<file path="config.mk">
export PLATFORM = sky130hd
export DESIGN_NAME = store_drain_queue
export DESIGN_NICKNAME = d
export VERILOG_FILES = /design/src/rtl/core_pkg.sv /design/src/rtl/store_drain_fsm.sv /design/src/rtl/store_drain_queue.sv
export SDC_FILE = /design/constraint.sdc
export NUM_CORES = 1
export LEC_CHECK = 0
export CAP_MARGIN = 20
export CORE_MARGIN = 4
export CORE_UTILIZATION = 45
export CTS_CLUSTER_DIAMETER = 100
export DETAILED_ROUTE_END_ITERATION = 7
export PLACE_DENSITY = 0.7
export REMOVE_ABC_BUFFERS = 1
export SYNTH_ARGS = -nofsm -noshare
export SYNTH_HDL_FRONTEND = slang
export SYNTH_HIERARCHICAL = 1
export SYNTH_SLANG_ARGS = --single-unit
</file>
<file path="constraint.sdc">
create_clock -name clk -period 14.5 [get_ports clk]
set_input_delay 1.45 -clock clk [delete_from_list [all_inputs] [get_ports clk]]
set_output_delay 1.45 -clock clk [all_outputs]
set_load 0.02 [all_outputs]
</file>
<file path="src/rtl/core_pkg.sv">
// core_pkg: funct3 width codes, store entry type and byte-lane helpers shared by the store queue and the load probe.
package core_pkg;
  localparam int ADDR_W = 32;
  localparam logic [2:0] F3_SB = 3'b000;
  localparam logic [2:0] F3_SH = 3'b001;
  localparam logic [2:0] F3_SW = 3'b010;
  typedef struct packed {
    logic [ADDR_W-1:0] addr;
    logic [31:0]       data;
    logic [3:0]        strb;
  } store_entry_t;
  typedef enum logic {IDLE, BUSY} drain_state_t;
  function automatic logic lane_ok(input logic [2:0] w, input logic [1:0] a);
    return w == F3_SB || (w == F3_SH && !a[0]) || (w == F3_SW && a == 2'b00);
  endfunction
  function automatic logic [3:0] lane_strb(input logic [2:0] w, input logic [1:0] a);
    return w == F3_SB ? 4'b0001 << a : w == F3_SH ? 4'b0011 << a : w == F3_SW ? 4'b1111 : 4'b0000;
  endfunction
  function automatic logic [31:0] lane_data(input logic [2:0] w, input logic [31:0] d);
    return w == F3_SB ? {4{d[7:0]}} : w == F3_SH ? {2{d[15:0]}} : d;
  endfunction
endpackage

</file>
<file path="src/rtl/store_drain_fsm.sv">
// store_drain_fsm: drives the head store onto the req/ack write port and pops it once acked.
module store_drain_fsm
  import core_pkg::*;
#(
  parameter int AW = 32
) (
  input  logic          clk,
  input  logic          reset_n,
  input  logic          pending,
  input  logic          multi,
  input  logic [AW-1:0] head_addr,
  input  logic [31:0]   head_data,
  input  logic [3:0]    head_strb,
  input  logic          mem_ack,
  output logic          mem_req,
  output logic [AW-1:0] mem_addr,
  output logic [31:0]   mem_wdata,
  output logic [3:0]    mem_wstrb,
  output logic          pop
);
  drain_state_t state_q, state_d;
  logic          req_d;
  logic [AW-1:0] addr_d;
  logic [31:0]   data_d;
  logic [3:0]    strb_d;
  always_ff @(posedge clk or negedge reset_n) begin
    if (!reset_n) begin
      state_q   <= IDLE;
      mem_req   <= 1'b0;
      mem_addr  <= '0;
      mem_wdata <= '0;
      mem_wstrb <= '0;
    end else begin
      state_q   <= state_d;
      mem_req   <= req_d;
      mem_addr  <= addr_d;
      mem_wdata <= data_d;
      mem_wstrb <= strb_d;
    end
  end
  // BUSY with req low is the reload cycle between back-to-back writes
  always_comb begin
    state_d = state_q;
    req_d   = mem_req;
    addr_d  = mem_addr;
    data_d  = mem_wdata;
    strb_d  = mem_wstrb;
    pop     = 1'b0;
    if (state_q == IDLE ? pending : !mem_req) begin
      state_d = BUSY;
      req_d   = 1'b1;
      addr_d  = head_addr;
      data_d  = head_data;
      strb_d  = head_strb;
    end else if (state_q == BUSY && mem_ack) begin
      pop     = 1'b1;
      req_d   = 1'b0;
      state_d = multi ? BUSY : IDLE;
    end
  end
endmodule

</file>
<file path="src/rtl/store_drain_queue.sv">
// store_drain_queue: in-order retired-store queue draining to data memory, with a load overlap probe.
// Define STORE_DRAIN_FORWARD_EN to add fwd_valid/fwd_data; load_hit then flags only partial overlaps.
module store_drain_queue
  import core_pkg::*;
#(
  parameter int DEPTH = 8,
  parameter int AW    = 32
) (
  input  logic          clk,
  input  logic          reset_n,
  input  logic          commit_valid,
  input  logic [AW-1:0] commit_addr,
  input  logic [31:0]   commit_data,
  input  logic [2:0]    commit_width,
  output logic          commit_ready,
  output logic          mem_req,
  output logic [AW-1:0] mem_addr,
  output logic [31:0]   mem_wdata,
  output logic [3:0]    mem_wstrb,
  input  logic          mem_ack,
  input  logic [AW-1:0] load_addr,
  input  logic [2:0]    load_width,
  output logic          load_hit,
  output logic          misalign_err,
  output logic          is_empty,
  output logic          is_full
`ifdef STORE_DRAIN_FORWARD_EN
  ,
  output logic          fwd_valid,
  output logic [31:0]   fwd_data
`endif
);
  localparam int PW = $clog2(DEPTH) + 1;
  localparam int IW = PW - 1;
  store_entry_t  q [DEPTH];
  logic [PW-1:0] wr_ptr, rd_ptr, count;
  logic [IW-1:0] idx;
  logic [3:0]    ld_strb;
  logic          push, pop, any_hit, unused;
  assign count        = wr_ptr - rd_ptr;
  assign is_full      = wr_ptr[IW] != rd_ptr[IW] && wr_ptr[IW-1:0] == rd_ptr[IW-1:0];
  assign is_empty     = count == '0;
  assign commit_ready = !is_full;
  assign push         = commit_valid && commit_ready && lane_ok(commit_width, commit_addr[1:0]);
  assign ld_strb      = lane_strb({1'b0, load_width[1:0]}, load_addr[1:0]);
  assign unused       = load_width[2];
  always_ff @(posedge clk or negedge reset_n) begin
    if (!reset_n) begin
      wr_ptr       <= '0;
      rd_ptr       <= '0;
      misalign_err <= 1'b0;
    end else begin
      wr_ptr       <= wr_ptr + PW'(push);
      rd_ptr       <= rd_ptr + PW'(pop);
      misalign_err <= commit_valid && commit_ready && !lane_ok(commit_width, commit_addr[1:0]);
    end
  end
  always_ff @(posedge clk) begin
    if (push)
      q[wr_ptr[IW-1:0]] <= '{addr: ADDR_W'({commit_addr[AW-1:2], 2'b00}),
                             data: lane_data(commit_width, commit_data),
                             strb: lane_strb(commit_width, commit_addr[1:0])};
  end
  store_drain_fsm #(.AW(AW)) u_fsm (
    .clk       (clk),
    .reset_n   (reset_n),
    .pending   (!is_empty),
    .multi     (count > PW'(1)),
    .head_addr (q[rd_ptr[IW-1:0]].addr[AW-1:0]),
    .head_data (q[rd_ptr[IW-1:0]].data),
    .head_strb (q[rd_ptr[IW-1:0]].strb),
    .mem_ack   (mem_ack),
    .mem_req   (mem_req),
    .mem_addr  (mem_addr),
    .mem_wdata (mem_wdata),
    .mem_wstrb (mem_wstrb),
    .pop       (pop)
  );
  // Walk oldest to youngest so the last match seen is the youngest store
  always_comb begin
    any_hit = 1'b0;
    idx     = '0;
`ifdef STORE_DRAIN_FORWARD_EN
    fwd_valid = 1'b0;
    fwd_data  = '0;
`endif
    for (int k = 0; k < DEPTH; k++) begin
      idx = rd_ptr[IW-1:0] + IW'(k);
      if (PW'(k) < count && q[idx].addr[AW-1:2] == load_addr[AW-1:2] && |(q[idx].strb & ld_strb)) begin
        any_hit = 1'b1;
`ifdef STORE_DRAIN_FORWARD_EN
        fwd_valid = (q[idx].strb & ld_strb) == ld_strb;
        fwd_data  = q[idx].data;
`endif
      end
    end
  end
`ifdef STORE_DRAIN_FORWARD_EN
  assign load_hit = any_hit && !fwd_valid;
`else
  assign load_hit = any_hit;
`endif
endmodule

</file>
==> results.md <==
* Status: finished clean
* Starting Density at 45.6%
* Synthesized instance count at 2,542
* Die Area at 86,500 µm²
* GPL Wtd Cong at 1.01
* Final setup viols at 0
* Synth Register Bits at 607
* WS Path Type: register to output port
* Dpl hpwl at 79,600 µm
* Clk sink count at 607
* Cts repair resizes at 0
* Cell row count at 104
* Final net count at 2,781
* Netlist Area Pre-Place at 36,800 µm²
* Final setup TNS at 0 ns
* Final Hold Vio Count at 0
* CTS tree: built
* Leading cell types in the layout, fill and taps excluded: edfxtp_1, mux4_2, mux2i_1, clkdlybuf4s50_1, nand2_1
* RSZ-0062 raised after global routing: false
* Leak Pwr at 14.3 nW
* CTS clock-pin slew for the worst setup and hold paths at 0.06 ns
* Final min period at 9.04 ns
* Routed Antenna Nets at 0
* Most common cell after layout, fill and taps aside: edfxtp_1
* Max clock buf depth at 3
* Buffers on Ports at 178
* Initial DRC count at 2,955
* Vias in the first global route at 24,700
* Global Route Usage Sum at 26.7%
* # Post-CTS Setup Buffers at 0
* Layout Skew at 0.0496 ns
* GRT Residual Overflow at 0
* Yosys warns at 6
* Slew of the pin with the lowest slew margin at 1.13 ns
* Worst hold path type: register to register
* Drt first pass iters at 6
* Worst EP arrival at 7.59 ns
* DR WL/cell at 30.8 µm
* Yosys cell types at 68
* Power Total at 10.6 mW
* Sequential area share after synthesis at 48.4%
* Setup crit end kind: output port
* Max transition margin at 24.5%
* Fillcell total at 6,596
* Vias at 25,000
* Hold buffers post-CTS at 0
* # DRC at 0
* Number of vias per cell at 6.63
* Area added between synthesis and finish at 14.0%
* Critical Path Start Type: register
* Die height at 294 µm
* Main area contributors after synthesis: edfxtp_1, mux4_2, mux2i_1
* Die Wd at 294 µm
* CTS Buf Count at 70
* Crit Path Max Fanout at 67
* Post-synth EDFFs at 528
* Post-synth ARST share at 13.0%
* WP data required at 13.05 ns
* Global-route wire length before repair at 170,000 µm
* Period utilisation layout at 62.3%
* Worst-skew pair later-pin latency at 0.64 ns
* Ys flop type: edfxtp_1
* Initial antenna violation count at 10
* Max Cap Viol at 0
* Yosys top cell by area: edfxtp_1
* Fmax at 111 MHz
* Syn Area/Cell at 14.5 µm²
* Largest net degree at the start of global routing at 123
* PD cells at 252 nW/µm²
* Ports at 180
* H-Tree Depth at 3
* Fin. max-slew vios at 0
* Detailed Route WL at 116,000 µm
* Setup slack, reg-to-reg at 8.30 ns
* Share of the synthesized area in the top cell type at 43.0%
* Core Region at 80,800 µm²
* CTS root buffer: clkbuf_16
* Max IR drop VDD at 0.000243 V
* Layout cells sized above 1 at 23.2%
## sequential cells by signal, summed over array words and instances, names as in the netlist
name / cells
q: 528
u_fsm/mem_wstrb: 4
u_fsm/state_q: 1
u_fsm/mem_wdata: 32
rd_ptr: 4
u_fsm/mem_addr: 32
wr_ptr: 4
misalign_err: 1
u_fsm/mem_req: 1
## layer usage
layer,GRT usage (%),part of all wire [%]
met1,36.0,39
met2,42.3,47
met3,5.88,9.2
met4,11.5,4.8
met5,0,0.061
## synth_stat cells, types with 6 or more instances
library cell,instances
nand2b_1,7
or4_1,10
inv_1,46
a211oi_1,9
buf_2,70
a221oi_1,10
a22o_1,12
a31oi_1,7
nor2_1,74
mux2_1,20
o21ai_0,36
nor3b_1,8
or2_2,6
or3_1,7
nand4_1,36
a2111oi_0,11
buf_1,29
and3_1,10
mux2_2,84
clkbuf_1,67
edfxtp_1,528
xor2_1,65
inv_2,6
dfrtp_1,79
mux2i_1,255
nor2b_1,9
buf_4,25
ha_1,18
nor3_1,26
mux4_2,347
nand2_1,176
a22oi_1,28
and2_1,14
a21oi_1,60
o22ai_1,19
nand3_1,59
xnor2_1,167
nor4_1,22
o2111ai_1,11
nand3b_1,7
## worst max-delay path, stage by stage (launching register included)
cell and delay (ns):
dfrtp_4 0.77, buf_4 0.77, buf_4 0.79, buf_4 0.87
mux4_2 0.53, nand2_1 0.11, a21oi_1 0.07, nor4_1 0.90
o211ai_1 0.23, nor4_1 0.64, a41oi_1 0.25, o2111ai_2 0.20
clkdlybuf4s50_1 0.67
## final timing paths
| path | startpoint | end | cells after the start |
|---|---|---|---|
| max in group asynchronous | reset_n | rd_ptr[1] | 2 |
| min | u_fsm/mem_addr[22] | u_fsm/mem_addr[22] | 1 |
| min reg2reg | u_fsm/mem_addr[22] | u_fsm/mem_addr[22] | 1 |
| min in group asynchronous | reset_n | u_fsm/mem_wdata[2] | 1 |
| max reg2reg | rd_ptr[1] | u_fsm/mem_addr[27] | 15 |
| max | rd_ptr[0] | load_hit | 12 |
## where the power goes
group,switching [mW],total (mW),internal [mW]
clock network,0.748,1.78,1.04
registers,0.196,2.28,2.09
logic,3.70,6.52,2.82
total,4.65,10.6,5.94
## cell type report
cell class / instances / area, µm² / area share (%)
Multi-Input combinational cell: 1686 / 18000 / 42.9
Sequential cell: 607 / 17800 / 42.5
Timing Repair Buffer: 237 / 2250 / 5.36
Clock buffer: 92 / 1860 / 4.44
Tap cell: 1060 / 1330 / 3.16
Clock inverter: 37 / 500 / 1.19
Inverter: 54 / 204 / 0.486
Antenna cell: 3 / 7.51 / 0.0179
## stage by stage
step | std cells | utilization, % | area, µm² | hold slack, ns | setup slack [ns]
floorplan | 2347 | - | 35900 | 0.500 | -12.70
global placement | 3640 | 49.0 | 39600 | 0.467 | 6.37
detailed placement | 3642 | 49.0 | 39600 | 0.476 | 6.34
CTS | 3771 | 51.9 | 42000 | 0.488 | 5.60
global route | 3775 | 52.0 | 42000 | 0.515 | 5.18
finish | 3776 | 52.0 | 42000 | 0.486 | 5.46
## cell families (layout without fill, tap and decap cells)
group / Yosys count / in the layout / share of synthesized area [%]
mux: 706 / 706 / 31.3
flops: 607 / 607 / 48.4
simple gates: 476 / 476 / 6.22
compound gates: 250 / 250 / 4.68
buf+inv: 250 / 420 / 3.14
xor+xnor: 233 / 233 / 5.56
fa+ha+maj: 19 / 19 / 0.666
other cells: 1 / 5 / 0.0102
Power figures use the tool's default switching activity.
